--- config.mk ---
export PLATFORM = sky130hd
export DESIGN_NAME = edp_muldiv
export DESIGN_NICKNAME = d
export VERILOG_FILES = /design/src/rtl/edp_muldiv.sv
export SDC_FILE = /design/constraint.sdc
export NUM_CORES = 1
export LEC_CHECK = 0
export ABC_AREA = 0
export ABC_CLOCK_PERIOD_IN_PS = 6550
export CELL_PAD_IN_SITES_DETAIL_PLACEMENT = 0
export CELL_PAD_IN_SITES_GLOBAL_PLACEMENT = 1
export CORE_ASPECT_RATIO = 1.5
export CORE_MARGIN = 1
export CORE_UTILIZATION = 44
export CTS_BUF_LIST = sky130_fd_sc_hd__clkbuf_16
export CTS_CLUSTER_SIZE = 12
export DETAILED_ROUTE_END_ITERATION = 16
export GPL_TIMING_DRIVEN = 0
export PLACE_DENSITY_LB_ADDON = 0.1
export SKIP_CTS_REPAIR_TIMING = 1
export SLEW_MARGIN = 0
export SYNTH_ARGS = -nofsm -noshare
export SYNTH_HDL_FRONTEND = slang
export SYNTH_SLANG_ARGS = --single-unit
--- constraint.sdc ---
create_clock -name eboxClk -period 6.55 [get_ports eboxClk]
set_clock_uncertainty 0.1 [all_clocks]
set_input_delay 0.655 -clock eboxClk [delete_from_list [all_inputs] [get_ports eboxClk]]
set_output_delay 0.655 -clock eboxClk [all_outputs]
set_load 0.01 [all_outputs]
--- src/rtl/edp_muldiv.sv ---
// Iterative multiply/divide unit: one shift-add or restoring
// shift-subtract step per cycle over a WIDTH-bit word.
module edp_muldiv #(
  parameter int WIDTH = 36,
  parameter int CNT_W = $clog2(WIDTH + 1)
) (
  input  logic             eboxClk,
  input  logic             reset,
  input  logic             start,
  input  logic             abort,
  input  logic [0:1]       op,
  input  logic [0:WIDTH-1] opA,
  input  logic [0:WIDTH-1] opB,
  input  logic [0:WIDTH-1] opC,
  output logic             busy,
  output logic             done,
  output logic             divCheck,
  output logic [0:WIDTH-1] resHi,
  output logic [0:WIDTH-1] resLo
);

  localparam int W = WIDTH;

  typedef enum logic [1:0] {
    IDLE,
    RUN,
    FIX,
    DONE
  } state_t;

  state_t r_state;
  state_t w_next;

  logic [W-1:0]     w_a;
  logic [W-1:0]     w_b;
  logic [W-1:0]     w_c;
  logic             w_isDiv;
  logic             w_sA;
  logic             w_sB;
  logic [W-1:0]     w_magA;
  logic [W-1:0]     w_magB;
  logic [2*W-1:0]   w_dvd;
  logic [2*W-1:0]   w_dvdMag;
  logic             w_dc;

  logic [W-1:0]     r_hi;
  logic [W-1:0]     r_lo;
  logic [W-1:0]     r_d;
  logic [CNT_W-1:0] r_cnt;
  logic             r_div;
  logic             r_dc;
  logic             r_negP;
  logic             r_negQ;
  logic             r_negR;
  logic [W-1:0]     r_resHi;
  logic [W-1:0]     r_resLo;
  logic             r_divCheck;

  logic [W:0]       w_mulSum;
  logic [W:0]       w_t;
  logic             w_ge;
  logic [W-1:0]     w_sub;
  logic [2*W-1:0]   w_prod;
  logic [2*W-1:0]   w_prodN;
  logic [W-1:0]     w_fixHi;
  logic [W-1:0]     w_fixLo;

  assign w_a      = opA;
  assign w_b      = opB;
  assign w_c      = opC;
  assign w_isDiv  = op[0];
  assign w_sA     = op[1] & w_a[W-1];
  assign w_sB     = op[1] & w_b[W-1];
  assign w_magA   = w_sA ? -w_a : w_a;
  assign w_magB   = w_sB ? -w_b : w_b;
  assign w_dvd    = {w_a, w_c};
  assign w_dvdMag = w_sA ? -w_dvd : w_dvd;

  // Quotient must fit the word (and be representable when signed)
  always_comb begin
    w_dc = 1'b0;
    if (w_isDiv) begin
      if (op[1])
        w_dc = (w_magB == '0) ||
               ((w_dvdMag >> (W - 1)) >= {{W{1'b0}}, w_magB});
      else
        w_dc = (w_a >= w_b);
    end
  end

  assign w_mulSum = {1'b0, r_hi} + (r_lo[0] ? {1'b0, r_d} : '0);
  assign w_t      = {r_hi, r_lo[W-1]};
  assign w_ge     = (w_t >= {1'b0, r_d});
  assign w_sub    = w_t[W-1:0] - r_d;

  assign w_prod  = {r_hi, r_lo};
  assign w_prodN = -w_prod;

  always_comb begin
    w_fixHi = r_hi;
    w_fixLo = r_lo;
    if (r_div) begin
      if (r_negR) w_fixHi = -r_hi;
      if (r_negQ) w_fixLo = -r_lo;
    end else if (r_negP) begin
      w_fixHi = w_prodN[2*W-1:W];
      w_fixLo = w_prodN[W-1:0];
    end
  end

  always_ff @(posedge eboxClk) begin
    if (reset) r_state <= IDLE;
    else       r_state <= w_next;
  end

  // Divide-check skips the iteration but still passes through FIX
  always_comb begin
    w_next = r_state;
    case (r_state)
      IDLE: if (start) w_next = (w_isDiv && w_dc) ? FIX : RUN;
      RUN: begin
        if (abort)                      w_next = IDLE;
        else if (r_cnt == CNT_W'(1))    w_next = FIX;
      end
      FIX:  w_next = abort ? IDLE : DONE;
      DONE: w_next = IDLE;
      default: w_next = IDLE;
    endcase
  end

  always_ff @(posedge eboxClk) begin
    if (reset) begin
      r_hi       <= '0;
      r_lo       <= '0;
      r_d        <= '0;
      r_cnt      <= '0;
      r_div      <= 1'b0;
      r_dc       <= 1'b0;
      r_negP     <= 1'b0;
      r_negQ     <= 1'b0;
      r_negR     <= 1'b0;
      r_resHi    <= '0;
      r_resLo    <= '0;
      r_divCheck <= 1'b0;
    end else begin
      case (r_state)
        IDLE: begin
          if (start) begin
            r_cnt <= CNT_W'(W);
            r_div <= w_isDiv;
            if (w_isDiv) begin
              r_dc   <= w_dc;
              r_hi   <= w_dc ? w_a : w_dvdMag[2*W-1:W];
              r_lo   <= w_dc ? w_c : w_dvdMag[W-1:0];
              r_d    <= w_magB;
              r_negP <= 1'b0;
              r_negQ <= ~w_dc & (w_sA ^ w_sB);
              r_negR <= ~w_dc & w_sA;
            end else begin
              r_dc   <= 1'b0;
              r_hi   <= '0;
              r_lo   <= w_magB;
              r_d    <= w_magA;
              r_negP <= w_sA ^ w_sB;
              r_negQ <= 1'b0;
              r_negR <= 1'b0;
            end
          end
        end
        RUN: begin
          r_cnt <= r_cnt - CNT_W'(1);
          if (r_div) begin
            r_hi <= w_ge ? w_sub : w_t[W-1:0];
            r_lo <= {r_lo[W-2:0], w_ge};
          end else begin
            r_hi <= w_mulSum[W:1];
            r_lo <= {w_mulSum[0], r_lo[W-1:1]};
          end
        end
        FIX: begin
          if (!abort) begin
            r_resHi    <= w_fixHi;
            r_resLo    <= w_fixLo;
            r_divCheck <= r_dc;
          end
        end
        default: ;
      endcase
    end
  end

  assign busy     = (r_state != IDLE);
  assign done     = (r_state == DONE);
  assign divCheck = r_divCheck;
  assign resHi    = r_resHi;
  assign resLo    = r_resLo;

endmodule
==> results.md, run 1 <==
- The worst setup path is launched from an input pin.
- On the critical path, the stage with the largest delay is an instance of sky130_fd_sc_hd__or4_1.
- The floorplan step set the die height to 265 um.
- The initial core utilization is 0.446.
- In this design, the stage delay of the slowest critical-path cell is 0.69 ns.
- The die is 178 um wide.
- The antenna diode count is 0.
- Yosys printed 0 warnings.
- Across the run, the number of max-cap violations was 1.
- For this run, the detailed router's first-pass iteration total came to 7.
- Before CTS, the worst setup slack after placement is -2.14 ns.
- Wire segments on met2 add up to 47000 um in the final route.
- The arrival time reported for the critical path endpoint is 6.72 ns.
- The clock latency at the later pin of the worst-skew pair is 0.48 ns.
- For this run, the leading register cell type out of synthesis is sky130_fd_sc_hd__dfxtp_1.
- The number of pins with negative max-slew slack in the final report is 10.
- The count of fill cells added during filler insertion is 4646.
- In this run, synthesis inferred 0 flip-flops with an integrated enable.
- The number of clock sinks is 194.
- The launch point of the critical path is opC[9].
- The worst register-to-register path has a depth of 16.
- The final reports fail on capacitance limit, slew limit.
- The number of hold violations in the final report is 0.
- After floorplanning, the core was divided into 96 placement rows.
- The wire length on met3 is 8510 um.
- For this run, the share of the core covered by cells in the final layout is 0.522.
- The first global-routing pass estimated 148000 um of wire.
- The HPWL reported at the end of detailed placement is 83200 um.
- After detailed routing, the number of remaining DRC violations is 0.
- Subtracting the final worst setup slack from the clock period gives 6.49 ns.
- The post-layout worst setup margin is 0.0565 ns.
- The final antenna-violating net count is 0.
- The count of unique library cells instantiated by Yosys is 82.
- For the pin with the worst max-slew slack, the measured transition is 1.52 ns.
- Counting flops with an async set or reset pin after synthesis yields a share of 0.
- For this run the aggregate overflow at the end of global routing stands at 0.
- Setup violations remaining at the end of the flow were counted as 0.
- For this run, the total global-route usage over all layers was measured as 0.431.
- The end point of the critical path is r_hi[6].
- The final cycle utilization of the critical path is 0.991.
- The largest net degree at the start of global routing is 21.
- The worst pin sits at a relative slew slack of -0.0158.
- At the end of routability-driven placement, the weighted congestion stood at 1.08.
- Of the synthesized area, sequential elements account for 0.191.
- Port buffering added 180 buffers.
- The count of pins on the block boundary is 189.
- Of the cells placed in the final design, the portion with a size suffix greater than 1 is 0.0481.
- The routed layout has 24042 vias.
- The number of nets in the synthesized netlist is 3123.
- The net total in the final layout is 3331.
- The placeable core region is 45600 sq um.
- The startpoint-to-endpoint class of the critical path is input pin to flip-flop.
- Signal routing reaches up to met5.
- The endpoint of the worst register-to-register path is r_hi[34].
- Setup repair after global routing could not meet its margin everywhere.
- TritonCTS built the clock tree.
- For this block, the routed nets add up to 103000 um of wire.
- The run finished, with violations left.
- Walking the worst path, the cells encountered are clkdlybuf4s50_1, or4_1, nor3_2, nand4_1, buf_4, or4_1, o31ai_1, xnor2_1, ha_1, nand4_1, nor4b_1, a222oi_1, nor4b_2, buf_4, or2_2, o311ai_2, and2_1, buf_4, buf_6, nor3_1, o21ai_1, a211oi_1.
- TritonCTS created 17 clock buffers.
- The met1 routed wirelength after detailed routing is 36700 um.
- The min-delay analysis places its worst path in the category flip-flop to flip-flop.
- The clock passes through at most 2 buffers.
- Counting buffers and inverters, the worst setup path is 22 cells deep.
- The die covers 47100 sq um.
- The number of global-route vias before repair is 23152.
- The clock tree synthesis step divided the H-tree into 4 levels.
- The iteration-0 DRC count of the detailed router is 2498.
- The critical register-to-register path startpoint is r_lo[0].
- The number of buffers and inverters on the critical path is 5.
- For this design the static power due to leakage is 8.74 nW.
- The slack of the worst reg-to-reg path is 1.04 ns.
- STA classifies the critical path endpoint as a flip-flop.
- Across the VDD grid, the largest voltage drop is 0.000189 V.
- The post-detailed-route via-to-cell ratio is 6.56.
- The layout overhead on the synthesized area is 17.1%.
- Synthesis produced a netlist whose cell count is 2855.
- After detailed routing, the average wire length per cell comes to 28.2 um.
- The power density normalized to cell area is 224 nW/um^2.
- The kind of cell adding the most delay to the critical path is simple AND/OR/NAND/NOR gates.
- The tree is rooted in a sky130_fd_sc_hd__clkbuf_16.
- Counting stages on the worst path, the most repeated cell is sky130_fd_sc_hd__buf_4.
- Derived from the worst setup path, the maximum achievable clock frequency is 154 MHz.
- Clock-pin slew was measured on the worst setup and hold paths at 0.08 ns.
- In this run the worst path has a maximum fanout of 10.
- The mapped cell area is 20300 sq um.
- The average instance in the mapped netlist occupies 7.13 sq um.
- The register bit count reported by yosys is 194.
- For the worst setup path, the data required time is 6.77 ns.
- The initial antenna violation count is 2.
[registers in the layout, indices dropped and copies added (netlist names), 2 cells and up]
register,cells
r_d,36
r_hi,36
r_lo,36
resHi,36
resLo,36
r_cnt,6
r_state,2
[worst reg2reg max path, stage by stage, from the launching register on]
cell	delay, ns
sky130_fd_sc_hd__dfxtp_1	0.32
sky130_fd_sc_hd__clkbuf_1	0.61
sky130_fd_sc_hd__clkinv_1	0.55
sky130_fd_sc_hd__clkbuf_1	0.34
sky130_fd_sc_hd__nor2_1	0.17
sky130_fd_sc_hd__ha_1	0.31
sky130_fd_sc_hd__a21oi_1	0.18
sky130_fd_sc_hd__o21ai_0	0.24
sky130_fd_sc_hd__a221oi_1	0.49
sky130_fd_sc_hd__nor2_1	0.10
sky130_fd_sc_hd__a211oi_1	0.69
sky130_fd_sc_hd__nor3_1	0.17
sky130_fd_sc_hd__a221oi_1	0.41
sky130_fd_sc_hd__o21ai_0	0.26
sky130_fd_sc_hd__mux2i_1	0.20
sky130_fd_sc_hd__nand4_1	0.13
sky130_fd_sc_hd__a21oi_1	0.18
[synthesized netlist by cell type, types with 12 or more instances]
library cell                 n  area [sq um]
sky130_fd_sc_hd__nand4_1    44           275
sky130_fd_sc_hd__xor2_1    116          1020
sky130_fd_sc_hd__or4_1      20           150
sky130_fd_sc_hd__nor2_1    311          1170
sky130_fd_sc_hd__ha_1      152          1900
sky130_fd_sc_hd__nand3_1    57           285
sky130_fd_sc_hd__nand2b_1   32           200
sky130_fd_sc_hd__and2_1     18           113
sky130_fd_sc_hd__a31oi_1    51           319
sky130_fd_sc_hd__a21oi_1   247          1240
sky130_fd_sc_hd__a21o_1     28           210
sky130_fd_sc_hd__or3_1      28           175
sky130_fd_sc_hd__a211oi_1   84           631
sky130_fd_sc_hd__a311oi_1   14           123
sky130_fd_sc_hd__clkbuf_1  163           612
sky130_fd_sc_hd__buf_1      13          48.8
sky130_fd_sc_hd__dfxtp_1   194          3880
sky130_fd_sc_hd__nand2_1   283          1060
sky130_fd_sc_hd__o31ai_1    29           218
sky130_fd_sc_hd__nor4_1     38           238
sky130_fd_sc_hd__and3_1     19           119
sky130_fd_sc_hd__o21ai_0   164           821
sky130_fd_sc_hd__o211ai_1   53           398
sky130_fd_sc_hd__a221oi_1   24           210
sky130_fd_sc_hd__inv_1     117           439
sky130_fd_sc_hd__mux2_2     14           158
sky130_fd_sc_hd__nor3_1     84           420
sky130_fd_sc_hd__xnor2_1   139          1220
sky130_fd_sc_hd__o41ai_1    12           105
sky130_fd_sc_hd__o22ai_1    29           181
sky130_fd_sc_hd__mux2i_1    48           480
sky130_fd_sc_hd__nor2b_1    18           113
sky130_fd_sc_hd__o21a_1     15           113
[cell type report]
type                       instances  area, sq um  area share
timing repair buffer             189         1880      0.0791
inverter                         120          450      0.0189
clock buffer                      17          425      0.0179
multi-input combinational       2345        15400       0.648
clock inverter                    15          186     0.00783
tap                              588          736      0.0309
sequential                       194         3880       0.163
buffer                           196          823      0.0346
[where the power goes]
group / internal, W / leakage (nW) / switching [W]
Clock: 0.000550 / 0.295 / 0.000564
Combinational: 0.000947 / 6.86 / 0.00179
Sequential: 0.00129 / 1.58 / 0.000202
Total: 0.00278 / 8.74 / 0.00255
[kinds of logic after synthesis]
group | synth area share
mux | 0.0314
simple gates | 0.233
xor+xnor | 0.110
fa+ha+maj | 0.0954
buf+inv | 0.0622
compound gates | 0.277
flops | 0.191
[stage by stage]
stage / hold slack, ns / TNS, ns / instance area [sq um] / power [W] / cells
after floorplan: 0.332 / 0 / 20300 / 0.00312 / 2855
after global placement: 0.343 / -181.81 / 22900 / 0.00406 / 3623
after detailed placement: 0.346 / -124.70 / 22900 / 0.00409 / 3624
after CTS: 0.357 / -91.05 / 23500 / 0.00519 / 3656
after global routing: 0.372 / -0.142 / 23800 / 0.00555 / 3664
final: 0.355 / 0 / 23800 / 0.00533 / 3664
[per-layer routing]
metal	global-route usage	vias to the layer above
met5	0	-
met4	0.402	4
met3	0.0815	457
met1	0.469	11334
li1	-	10859
met2	0.697	1388
[worst min path at each step]
stage / start / end / depth (start not counted)
2_1_floorplan: r_d[10] / r_d[10] / 2
3_3_place_gp: r_d[17] / r_d[17] / 2
3_5_place_dp: resHi[17] / resHi[17] / 2
4_1_cts: resHi[6] / resHi[6] / 2
5_1_grt: r_d[11] / r_d[11] / 2
6_report: resHi[17] / resHi[17] / 2
[layout by cell type, fill, tap and decap left out, drive strengths merged, types with 20 or more instances in the layout]
cell	count
a211oi	84
a21o	28
a21oi	247
a221oi	24
a31oi	51
and3	20
buf	41
clkbuf	181
clkdlybuf4s50	179
dfxtp	194
ha	152
inv	125
mux2i	48
nand2	284
nand2b	32
nand3	57
nand4	44
nor2	312
nor3	86
nor4	40
o211ai	53
o21ai	173
o22ai	29
o31ai	29
or3	28
or4	22
xnor2	139
xor2	116
Note: power is estimated with default switching activity, not from simulation.
==> inputs of run 2 (changes only) <==
Settings changed: GPL_TIMING_DRIVEN 0 to unset.
==> run 2 against run 1 <==
Compared with the run above:
- largest cell class unchanged
- critical path type unchanged
- global-route usage shrank 5.5 points
- via count down 5.4%
- utilization grew 0.64 points
- maximum frequency rose by 6.2%
- sequential power shrank 3%
- cell count shrank 0.79%
- the flow now finishes without violations
- critical path depth decreased by 3
- design area rose by 1.2%
- worst setup slack gained 0.38 ns
- wire length is 14% lower
- count of clock-buffer cells in the layout unchanged
- register-to-register slack improved by 0.47 ns
==> results.md, run 2 (synthesis results as in run 1) <==
- The total die area is 47100 sq um.
- The power density normalized to cell area is 215 nW/um^2.
- The total non-filler cell area in the finished layout is 24100 sq um.
- Registers take 3890 sq um.
- The clock latency at the later pin of the worst-skew pair is 0.48 ns.
- The biggest fanout along the worst timing path is 5.
- Max-cap violations in this run came to 0.
- Counting every sink on the clock net gives 194.
- In this run the critical register-to-register path is captured at r_hi[28].
- For met3 alone, demand over resource in global routing was 0.0405.
- The worst slack at placement is -0.0240 ns.
- The worst hold path begins at r_d[32].
- The worst setup path is captured at a flip-flop.
- Leaving out fill and tap cells, the most frequent cell in the layout is sky130_fd_sc_hd__nor2_1.
- The first global-routing pass estimated 133000 um of wire.
- After the flow finishes, the layout carries non-filler instances totaling 3635.
- The layout overhead on the synthesized area is 18.5%.
- The final routed wirelength across all metal layers is 89000 um.
- The remaining design rule violation count is 0.
- The min-delay analysis places its worst path in the category flip-flop to flip-flop.
- The most used routing layer is met2.
- TritonCTS built the clock tree.
- For this run, the top clock speed supported by timing is 164 MHz.
- Input and output buffers added on the ports amount to 188.
- The instance count along the most critical hold path is 2.
- The clock passes through at most 2 buffers.
- The number of global-route vias before repair is 21791.
- The cell sitting at the root of the clock tree is a sky130_fd_sc_hd__clkbuf_16.
- In the global route stage, met2 resource usage came out at 0.615.
- The initial core utilization is 0.446.
- In this run, the number of DRC markers left after iteration 0 of detailed routing was 1994.
- Hold timing on the final database bottoms out at a slack of 0.351 ns.
- Setup violations remaining at the end of the flow were counted as 0.
- The number of hold violations in the final report came to 0.
- The post-route minimum period is 6.12 ns.
- The number of cells on the worst reg-to-reg path is 13.
- The leakage power of the design is 9.15 nW.
- The met1 capacity usage during global routing is 0.453.
- VDD sags by at most 0.000182 V.
- The final antenna-violating net count is 0.
- The placeable core region is 45600 sq um.
- The initial antenna violation count is 0.
- For the worst setup path, the data required time is 6.83 ns.
- Dividing the detail-routed via count by the number of cells gives 6.26.
- Buffers inserted during clock tree synthesis total 17.
- The die span in x is 178 um.
- Setup repair after global routing left no endpoint under its margin.
- Entering global routing, the biggest net connects 126 pins.
- The final route contains 22750 vias.
- Global routing finished with a remaining overflow of 0.
- The first TritonRoute pass finished after 6 iterations.
- In this run the critical register-to-register path is launched from r_hi[24].
- The layout cell share with drive strength beyond 1 is 0.0867.
- Of the available clock period, the critical path in the final layout requires 0.934.
- The final weighted congestion in routability-driven placement is 1.04.
- After clock tree synthesis, the clock-pin slew on the worst setup and hold paths is 0.07 ns.
- STA puts the critical path data arrival time at 6.40 ns.
- Counting tap cells, the placed design contains a total of 3602 instances.
- Measured against its own limit, the worst slew margin works out to 0.224.
- For hold timing, the worst endpoint is r_d[32].
- For this run, the post-layout net count is 3301.
- The worst path meets setup with 0.434 ns of slack.
- The instance area after placement is 23500 sq um.
- The startpoint-to-endpoint class of the critical path is input pin to flip-flop.
- Setup slack on the worst reg-to-reg path comes out at 1.51 ns.
- The multi-input combinational cells in the finished layout cover a total of 15300 sq um.
- The run finished with clean final reports.
- In the layout the commonest cells are sky130_fd_sc_hd__nor2_1, sky130_fd_sc_hd__nand2_1, sky130_fd_sc_hd__a21oi_1, sky130_fd_sc_hd__dfxtp_1, sky130_fd_sc_hd__clkdlybuf4s50_1.
- The kind of start point of the critical path is an input pin.
- The number of pins with negative max-slew slack in the final report is 0.
- After detailed routing, the average wire length per cell comes to 24.5 um.
- The count of pins on the block boundary is 189.
- The cell row count is 96.
- In this run the vertical extent of the chip is 265 um.
- At the pin with the least slew margin, the transition time is 1.16 ns.
- The H-tree was split into 4 levels.
- Detailed placement ended at an HPWL of 71000 um.
- The overall track demand over capacity in global routing is 0.375.
- The count of fill cells added during filler insertion is 4563.
## run 2: report_power, final
part,internal (W),switching (W)
registers,0.00129,0.000154
logic,0.000997,0.00166
clock network,0.000519,0.000569
## run 2: per-stage QoR
step | TNS (ns) | util | power, W
after floorplan | 0 | - | 0.00312
after global placement | 0 | 0.515 | 0.00403
after detailed placement | -0.0583 | 0.515 | 0.00404
after CTS | 0 | 0.528 | 0.00513
after global routing | 0 | 0.528 | 0.00547
final | 0 | 0.528 | 0.00518
## run 2: worst max-delay path: stages
cell and delay (ns):
sky130_fd_sc_hd__clkdlybuf4s50_1 0.47, sky130_fd_sc_hd__or4_1 0.54, sky130_fd_sc_hd__nor4_1 0.34, sky130_fd_sc_hd__nand4_1 0.34, sky130_fd_sc_hd__or4_1 0.67, sky130_fd_sc_hd__o21ai_0 0.33
sky130_fd_sc_hd__xnor2_1 0.16, sky130_fd_sc_hd__ha_1 0.26, sky130_fd_sc_hd__a21o_1 0.18, sky130_fd_sc_hd__a31oi_1 0.13, sky130_fd_sc_hd__o21ai_0 0.10, sky130_fd_sc_hd__a222oi_1 0.42
sky130_fd_sc_hd__nor4b_1 0.40, sky130_fd_sc_hd__o211ai_1 0.16, sky130_fd_sc_hd__a21oi_2 0.33, sky130_fd_sc_hd__o21ai_0 0.20, sky130_fd_sc_hd__xnor2_1 0.34, sky130_fd_sc_hd__a221oi_1 0.14
sky130_fd_sc_hd__a211oi_1 0.22
## run 2: area by class of cell
cell class	instances	share of cell area
Antenna cell	1	0.000104
Clock buffer	17	0.0176
Tap cell	588	0.0305
Sequential cell	194	0.161
Clock inverter	15	0.00763
Multi-Input combinational cell	2345	0.633
Inverter	120	0.0187
Timing Repair Buffer	355	0.131
## run 2: routing by layer
metal | part of all wire | routed length (um)
met5 | 0 | 0
met4 | 0.079 | 7050
met3 | 0.050 | 4470
met2 | 0.46 | 41400
met1 | 0.41 | 36100
## run 2: how the worst max path moves through the flow
stage / start / to / slack [ns] / depth (start not counted)
2_1_floorplan: opC[19] / r_hi[14] / 0.97 / 21
3_5_place_dp: opC[21] / r_lo[17] / -0.02 / 20
4_1_cts: opC[21] / r_hi[16] / 0.44 / 21
5_1_grt: opC[21] / r_hi[16] / 0.02 / 21
3_3_place_gp: opC[7] / r_hi[7] / 0.13 / 22
6_report: opC[21] / r_hi[7] / 0.43 / 19
==> inputs of run 3 (changes only) <==
--- a/config.mk
+++ b/config.mk
@@ -8,5 +8,5 @@
 export ABC_AREA = 0
 export ABC_CLOCK_PERIOD_IN_PS = 6550
-export CELL_PAD_IN_SITES_DETAIL_PLACEMENT = 0
+export CELL_PAD_IN_SITES_DETAIL_PLACEMENT = 1
 export CELL_PAD_IN_SITES_GLOBAL_PLACEMENT = 1
 export CORE_ASPECT_RATIO = 1.5
@@ -17,4 +17,5 @@
 export DETAILED_ROUTE_END_ITERATION = 16
 export PLACE_DENSITY_LB_ADDON = 0.1
+export SETUP_SLACK_MARGIN = 0.02
 export SKIP_CTS_REPAIR_TIMING = 1
 export SLEW_MARGIN = 0
==> constraint.sdc (replaced) <==
create_clock -name eboxClk -period 6.55 [get_ports eboxClk]
set_clock_uncertainty 0.1 [all_clocks]
set_input_delay 1.31 -clock eboxClk [delete_from_list [all_inputs] [get_ports eboxClk]]
set_output_delay 1.31 -clock eboxClk [all_outputs]
set_load 0.01 [all_outputs]
==> run 3 against run 2 <==
Compared with the run above:
- worst hold slack gained 0.0062 ns
- utilization rose by 2.4 points
- non-clock buffer count up 113
- critical path type unchanged
- first-iteration DRC count down 7.7%
- critical path depth up 3
- maximum frequency is 4.2% lower
- worst setup slack got worse by 0.27 ns
- sequential power hardly changed
- cell count is 3.1% higher
- total power increased by 3.8%
- clock power hardly changed
- count of clock-buffer cells in the layout is the same
==> results.md, run 3 (synthesis results as in run 1) <==
- The flow ran to the end, and the final reports show no timing, DRC or antenna violations.
- The cell row count is 96.
- The worst relative slew slack is 0.209.
- The number of pins with negative max-slew slack in the final report is 0.
- In this run, the number of DRC markers left after iteration 0 of detailed routing was 1841.
- Pin placement for this block handled 189 I/O pins.
- The vias after detailed routing is 24187.
- The most common cell after layout, fill and taps aside is sky130_fd_sc_hd__nor2_1.
- The number of buffers added on ports is 188.
- Based on the critical path, the design can be clocked at up to 157 MHz.
- The worst setup path is captured at a flip-flop.
- Hold is met by 0.358 ns.
- The number of hold violations in the final report came to 0.
- The tree built by TritonCTS fans out to 194 sinks.
- The layout cell share with drive strength beyond 1 is 0.128.
- The worst slack at placement is -0.630 ns.
- The combinational cell fraction of total power is 0.523.
- For this design the static power due to leakage is 9.80 nW.
- The number of global-route vias before repair is 24666.
- For this block, the routed nets add up to 96800 um of wire.
- The clock-pin slew reported for the worst setup and hold paths after clock tree synthesis is 0.08 ns.
- Dividing the detail-routed wire length by the instance count gives 25.8 um.
- The maximum clock insertion buffer count is 2.
- The net switching component of the power is 0.00248 W.
- The clock latency at the later pin of the worst-skew pair is 0.48 ns.
- In the final layout, the multi-input gates occupy 15400 sq um.
- Of the available clock period, the critical path in the final layout requires 0.975.
- The part of the total power dissipated in sequential elements is 0.270.
- The die span in x is 178 um.
- The slew at the pin closest to its max-slew limit is 1.18 ns.
- The worst supply voltage drop on vdd is 0.000181 V.
- The worst setup path is launched from an input pin.
- The initial utilization of the core area, before any placement, comes to 0.446.
- The final layout contains 3414 nets.
- TritonCTS built the clock tree.
- Once layout is complete, the utilization of the core stands at 0.552.
- The clock network power share is 0.208.
- Detailed placement finished with a half-perimeter wire length of 77800 um.
- The startpoint-to-endpoint class of the critical path is input pin to flip-flop.
- The first-pass iteration count of the detailed router is 5.
- The count of cells in the finished layout, fillers not included, comes to 3747.
- The count of nets left with antenna violations once routing finished came out at 0.
- The vertical die dimension is 265 um.
- The initial antenna violation count came to 0.
- The count of fill cells added during filler insertion is 5821.
- The post-layout worst setup margin is 0.164 ns.
- The first global-routing pass estimated 145000 um of wire.
- Counting tap cells, the placed design contains a total of 3710 instances.
- The post-route minimum period is 6.39 ns.
- Power spread over the standard cell area amounts to 214 nW/um^2.
- For the worst setup path, the data required time is 6.83 ns.
- The type of the tightest min-delay check is flip-flop to flip-flop.
- The total number of H-tree levels is 4.
- Compared with the post-synthesis result, the final layout area differs by 23.8%.
- The total die area is 47100 sq um.
- The final weighted congestion in routability-driven placement is 1.00.
- The largest net degree at the start of global routing is 74.
- The tool flagged a number of max-cap violations equal to 0.
- The post-detailed-route via-to-cell ratio is 6.46.
- The switching power share of the total is 0.460.
- The top cell types in the final layout, fill and taps aside, are sky130_fd_sc_hd__nor2_1, sky130_fd_sc_hd__nand2_1, sky130_fd_sc_hd__buf_4, sky130_fd_sc_hd__a21oi_1, sky130_fd_sc_hd__dfxtp_1.
- Once placement finished, the instance area stood at 24300 sq um.
- STA puts the critical path data arrival time at 6.66 ns.
- In the final layout, flip-flops and latches occupy 3890 sq um.
- The buffer cell driving the clock tree root is sky130_fd_sc_hd__clkbuf_16.
- In this run the worst path has a maximum fanout of 3.
- The overall track demand over capacity in global routing is 0.405.
- The remaining design rule violation count is 0.
- The internal power is 0.00291 W.
- The antenna diode count is 0.
- The placeable core region is 45600 sq um.
- The CTS buffer count is 17.
- Global routing finished with a remaining overflow of 0.
- The total non-filler cell area in the finished layout is 25200 sq um.
- Setup violations remaining at the end of the flow were counted as 0.
run 3: critical path: stages:
cell                              delay (ns)
sky130_fd_sc_hd__clkdlybuf4s50_1        0.42
sky130_fd_sc_hd__or4_4                  0.51
sky130_fd_sc_hd__nor4_4                 0.30
sky130_fd_sc_hd__nand4_1                0.24
sky130_fd_sc_hd__or4_4                  0.60
sky130_fd_sc_hd__buf_6                  0.16
sky130_fd_sc_hd__o41ai_2                0.30
sky130_fd_sc_hd__buf_4                  0.17
sky130_fd_sc_hd__xnor2_1                0.12
sky130_fd_sc_hd__ha_1                   0.28
sky130_fd_sc_hd__buf_4                  0.14
sky130_fd_sc_hd__a211oi_1               0.26
sky130_fd_sc_hd__o21ai_1                0.17
sky130_fd_sc_hd__buf_4                  0.17
sky130_fd_sc_hd__o2111ai_2              0.19
sky130_fd_sc_hd__o211ai_1               0.13
sky130_fd_sc_hd__a21oi_2                0.19
sky130_fd_sc_hd__buf_4                  0.20
sky130_fd_sc_hd__o21ai_0                0.11
sky130_fd_sc_hd__xnor2_1                0.35
sky130_fd_sc_hd__a221oi_2               0.11
sky130_fd_sc_hd__a211oi_1               0.22
run 3: through the flow:
stage	TNS [ns]	power, W
after floorplan	0	0.00312
after global placement	-23.35	0.00409
after detailed placement	-34.85	0.00418
after CTS	-2.40	0.00531
after global routing	-0.581	0.00564
final	0	0.00538
run 3: routing by layer:
metal / track usage / vias up / routed length [um]
met2: 0.684 / 1029 / 45900
li1: - / 11008 / -
met3: 0.0397 / 312 / 5000
met4: 0.321 / 0 / 8510
met1: 0.464 / 11838 / 37400
met5: 0 / - / 0
run 3: area by class of cell:
| type | count | share of cell area |
|---|---|---|
| multi-input combinational | 2345 | 0.613 |
| timing repair buffer | 468 | 0.161 |
| clock inverter | 15 | 0.00755 |
| clock buffer | 17 | 0.0169 |
| tap | 588 | 0.0292 |
| sequential | 194 | 0.154 |
| inverter | 120 | 0.0179 |
run 3: power groups by stage:
stage                     registers (W)  clock network, W  logic (W)
after floorplan                 0.00141                 0    0.00171
after global placement          0.00146                 0    0.00262
final                           0.00145           0.00112    0.00281
after CTS                       0.00144           0.00113    0.00273
after detailed placement        0.00147                 0    0.00271
after global routing            0.00146           0.00116    0.00302
run 3: final timing paths:
path            start  endpoint  slack, ns  depth (start not counted)
max           opC[20]   r_hi[7]       0.16                         22
min reg2reg   r_d[32]   r_d[32]       0.36                          2
max reg2reg  r_hi[25]  r_hi[28]       1.49                         13
min           r_d[32]   r_d[32]       0.36                          2
==> edit 1 (settings of run 2) <==
`WIDTH`: 36 -> 32.
--- a/src/rtl/edp_muldiv.sv
+++ b/src/rtl/edp_muldiv.sv
@@ -1,7 +1,7 @@
 // Iterative multiply/divide unit: one shift-add or restoring
 // shift-subtract step per cycle over a WIDTH-bit word.
 module edp_muldiv #(
-  parameter int WIDTH = 36,
+  parameter int WIDTH = 32,
   parameter int CNT_W = $clog2(WIDTH + 1)
 ) (
   input  logic             eboxClk,
Ports: changed (5 resized); port bits go from 189 to 169. The function was not compared with the original's and may differ.
==> edit 1 against run 2 <==
Wire length down 18%. Cell area down 12%. Setup slack better by 0.0084 ns. Total power down 16%. First-iteration DRC count down 25%. Via count down 14%. Synthesized area down 12%. Fmax up 0.14%. Sequential cell count down 20. Critical endpoint is now r_hi[20]. Largest cell class unchanged.
==> edit 1: results (changes against run 2) <==
* Initial antenna violation count at 1 (+1)
* CTS Buffer Depth at 2 (unchanged)
* Via density at 6.17 (-1.4%)
* First-pass GRT wire length at 110 mm (-17%)
* Clock Tree Root: clkbuf_16
* All-Layer GR Usage at 0.345 (-0.0304)
* Dominant cells by area after synthesis: dfxtp_1 19%, ha_1 9.5%, xnor2_1 7.1%, nor2_1 5.9%, a21oi_1 5.6%
* Nets at 2880 (-13%)
* Final WL at 72.7 mm (-18%)
* HPWL after DPL at 58.5 mm (-18%)
* Outcome: completed
* IO Port Bufs at 168 (-11%)
* N_diodes at 0 (-1)
* GP Congestion at 1.02 (-2.0%)
* Unique masters post-synth at 90 (+9.8%)
* Dominant synthesized flop cell: dfxtp_1
* Crit path DAT at 6.36 ns (-0.04 ns)
* Largest net degree at the start of global routing at 106 (-16%)
* Fraction of layout cells with a size suffix above 1 at 0.0886 (+0.00191)
* Seq/Total Area, Yosys at 0.195 (+0.00381)
* Worst hold path depth at 2 (unchanged)
* Post-synth ARST share at 0 (unchanged)
* P_sw at 1.92 mW (-20%)
* Static Leak at 8.18 nW (-11%)
* Worst hold path type: reg2reg
* Worst-Skew Late Latency at 0.45 ns (-0.03 ns)
* Number of H-tree levels at 4 (unchanged)
* Clk slew on worst S/H paths at 0.08 ns
* Worst R2R Path Depth at 13 (unchanged)
* Slew headroom at 0.193 (-0.0316)
* Mapped Nets at 2712 (-13%)
* Synth Area in XOR/XNOR at 0.116 (+0.00576)
* Slowest CP cell: or4_1
* Starting DRT DRC Count at 1498 (-25%)
* Post-synthesis mux area share at 0.0238 (-0.00752)
* Crit path max fanout at 13 (+8)
* First-pass DRT Iterations at 7 (+1)
* CTS Buf Count at 17 (unchanged)
* Synthesis Warnings at 0 (unchanged)
* VDD IR max at 142 uV (-22%)
* Setup WS pre-CTS at 0.0380 ns (+0.0620 ns)
* Post-synthesis compound-gate area fraction at 0.274 (-0.00345)
* Crit path max-delay family: simple AND/OR/NAND/NOR gates
* Synth Area in Adders at 0.0973 (+0.00191)
* Max incr delay on CP at 0.66 ns
* Commonest cells in the netlist: 279 x nor2_1, 246 x nand2_1, 200 x a21oi_1, 174 x dfxtp_1, 145 x xnor2_1
## edit 1: changes by cell type after synthesis, sizes merged, moves of 22 or more
cell    change
a21oi      -44
clkbuf     -41
o21ai      -41
nand2      -38
nor2       -31
xor2       -25
a31oi      -22
## edit 1: logic make-up (layout without fill, tap and decap cells)
kind of cell,count (synthesis),after routing
DFF,174,174
muxes,41,41
AOI/OAI and AO/OA,739,739
xor gates and xnor gates,236,236
adders and majority gates,138,138
and+or+nand+nor,881,881
buffers and inverters,263,444
## edit 1: power by group through the flow
stage	logic, mW	registers [mW]	clock network (mW)
after floorplan	1.33	1.24	0
after global placement	1.99	1.29	0
after detailed placement	2.00	1.30	0
after CTS	2.02	1.27	1.08
after global routing	2.22	1.28	1.11
final	2.04	1.28	1.06
## edit 1: through the flow
stage	cells	instance area, um2	power, mW
detailed placement	3127	20700	3.30
floorplan	2472	17900	2.58
finish	3159	21300	4.38
global placement	3127	20700	3.28
CTS	3159	21300	4.36
global route	3159	21300	4.62
## edit 1: worst paths after layout
check                                 end  slack, ns      start
worst max register to register   r_hi[27]       2.16   r_hi[25]
worst max-delay path             r_hi[20]       0.44    opC[26]
worst min register to register  resHi[20]       0.35  resHi[20]
worst min-delay path            resHi[20]       0.35  resHi[20]
## edit 1: layer usage
metal | wire (um) | global-route usage | vias up
met5 | 0 | 0 | -
met4 | 5070 | 0.225 | 0
met3 | 3950 | 0.0319 | 165
met2 | 34400 | 0.582 | 738
met1 | 29300 | 0.418 | 9234
li1 | - | - | 9358
## edit 1: final cells by class
cell class / instances / area, um2
Fill cell: 4119 / 18900
Multi-Input combinational cell: 2035 / 13400
Sequential cell: 174 / 3490
Timing Repair Buffer: 302 / 2750
Tap cell: 506 / 633
Clock buffer: 17 / 425
Inverter: 110 / 413
Clock inverter: 15 / 188
==> edit 2 (flow settings as in run 2) <==
Made on the original files. The 4 states of `state_t` get a Gray code encoding in 2 bits.
--- a/src/rtl/edp_muldiv.sv
+++ b/src/rtl/edp_muldiv.sv
@@ -22,10 +22,10 @@
   localparam int W = WIDTH;
 
   typedef enum logic [1:0] {
-    IDLE,
-    RUN,
-    FIX,
-    DONE
+    IDLE = 2'b00,
+    RUN  = 2'b01,
+    FIX  = 2'b11,
+    DONE = 2'b10
   } state_t;
 
   state_t r_state;
Check against the original RTL: same outputs for any inputs over 4 cycles, from zero or initial values and one cycle with reset high; so few cycles prove little.
==> edit 2 against run 2 <==
Utilization rose by 0.70 points. Global-route usage down 0.30 points. Wire length fell by 2.0%. Setup slack worse by 0.12 ns. Synthesized area shrank 2.1%. Cell area is 0.78% lower. Total power down 11%. Sequential cell count is the same. Combinational power fell by 20%. Register-to-register slack got worse by 0.14 ns. Critical path type unchanged. Largest power group unchanged.
==> edit 2: results (changes against run 2) <==
* Outcome: completed
* Crit path DAT at 6.46 ns (+0.06 ns)
* Endpoint, Worst Hold: resHi[31]
* Nets at 3265 (-1.1%)
* Fraction of layout cells with a size suffix above 1 at 0.0944 (+0.00768)
* Dominant cells by area after synthesis: dfxtp_1 19%, ha_1 9.5%, xnor2_1 6.4%, a21oi_1 6.3%, nor2_1 6.0%
* Crit path max fanout at 17 (+12)
* Post-synthesis compound-gate area fraction at 0.284 (+0.00740)
* Largest net degree at the start of global routing at 72 (-43%)
* Synth Area in XOR/XNOR at 0.111 (+0.00148)
* Static Leak at 9.38 nW (+2.5%)
* Unique masters post-synth at 83 (+1.2%)
* Post-synthesis mux area share at 0.0268 (-0.00460)
* Critical Path Start: opC[20]
* N_diodes at 0 (-1)
* Via count at 22200 (-2.3%)
* VDD IR max at 180 uV (-1.3%)
* Synth Area in Adders at 0.0975 (+0.00205)
* Worst reg2reg endpoint: r_hi[35]
* First-pass DRT Iterations at 8 (+2)
* Filler cell count at 4515 (-1.1%)
* Commonest cells in the netlist: 316 x nor2_1, 265 x nand2_1, 249 x a21oi_1, 194 x dfxtp_1, 152 x ha_1
* R2r setup slk at 1.37 ns (-0.14 ns)
* Min-delay src: resHi[31]
* Worst r2r src: r_lo[0]
* All-Layer GR Usage at 0.372 (-0.00301)
* Max incr delay on CP at 0.60 ns (-0.07 ns)
* HPWL after DPL at 69.7 mm (-1.8%)
* Starting DRT DRC Count at 2176 (+9.1%)
* GP Congestion at 1.08 (+3.1%)
* Worst slew pin tran at 1.19 ns (+0.0279 ns)
* Seq/Total Area, Yosys at 0.195 (+0.00410)
* Worst R2R Path Depth at 15 (+2)
* Routed len/inst at 24.3 um (-0.79%)
* Slowest CP cell: or4b_1
## edit 2: changes by cell type after synthesis, moves of 12 or more
| cell | delta |
|---|---|
| inv_1 | +12 |
| mux2i_1 | -15 |
| nand2_1 | -18 |
| clkbuf_1 | -21 |
| a21o_1 | +27 |
| nand4_1 | -18 |
| o21ai_0 | -16 |
| nand2b_1 | -13 |
| o22ai_1 | -12 |
| nor3_1 | -14 |
## edit 2: per-layer routing
metal | vias to the layer above | share of wire | GRT usage
li1 | 10600 | - | -
met1 | 10400 | 0.40 | 0.448
met2 | 986 | 0.46 | 0.609
met3 | 246 | 0.056 | 0.0354
met4 | 0 | 0.084 | 0.282
met5 | - | 0 | 0
## edit 2: worst max path at each step
stage / end / slack [ns] / depth (start not counted)
finish: r_hi[25] / 0.32 / 24
global route: r_lo[30] / 0.12 / 24
CTS: r_hi[25] / 0.50 / 24
detailed placement: r_hi[25] / 0.01 / 24
global placement: r_hi[25] / 0.05 / 24
floorplan: r_lo[31] / 0.86 / 22
## edit 2: report_power, final
group	switching (mW)	internal, mW	total (mW)
sequential	0.139	1.25	1.39
combinational	1.31	0.825	2.14
clock	0.560	0.513	1.07
## edit 2: final cells by class
class,instances,area (um2),share of cell area
clock inverters,15,169,0.00706
multi-input cells,2277,14900,0.623
flip-flops and latches,194,3890,0.163
clock buffers,17,425,0.0178
well taps,582,728,0.0304
inverters,131,492,0.0206
repair buffers,376,3330,0.139
## edit 2: logic make-up after synthesis
logic type / count (synthesis)
xor+xnor: 253
compound gates: 869
mux: 51
buf+inv: 303
simple gates: 950
flops: 194
fa+ha+maj: 154
## edit 2: critical path, delay by kind of cell
| family | cells | cell delay [ns] |
|---|---|---|
| and+or+nand+nor | 10 | 2.92 |
| buffers and inverters | 4 | 1.02 |
| AOI/OAI and AO/OA | 8 | 1.32 |
| adders and majority gates | 1 | 0.31 |
| xor gates and xnor gates | 1 | 0.18 |
## edit 2: stage by stage
stage	hold WS, ns	worst slack, ns	instances	utilization	instance area [um2]
floorplan	0.332	0.863	2774	-	19900
global placement	0.339	0.0536	3560	0.522	23300
detailed placement	0.346	0.00987	3560	0.522	23300
CTS	0.356	0.504	3592	0.535	23900
global route	0.369	0.123	3592	0.535	23900
finish	0.356	0.319	3592	0.535	23900
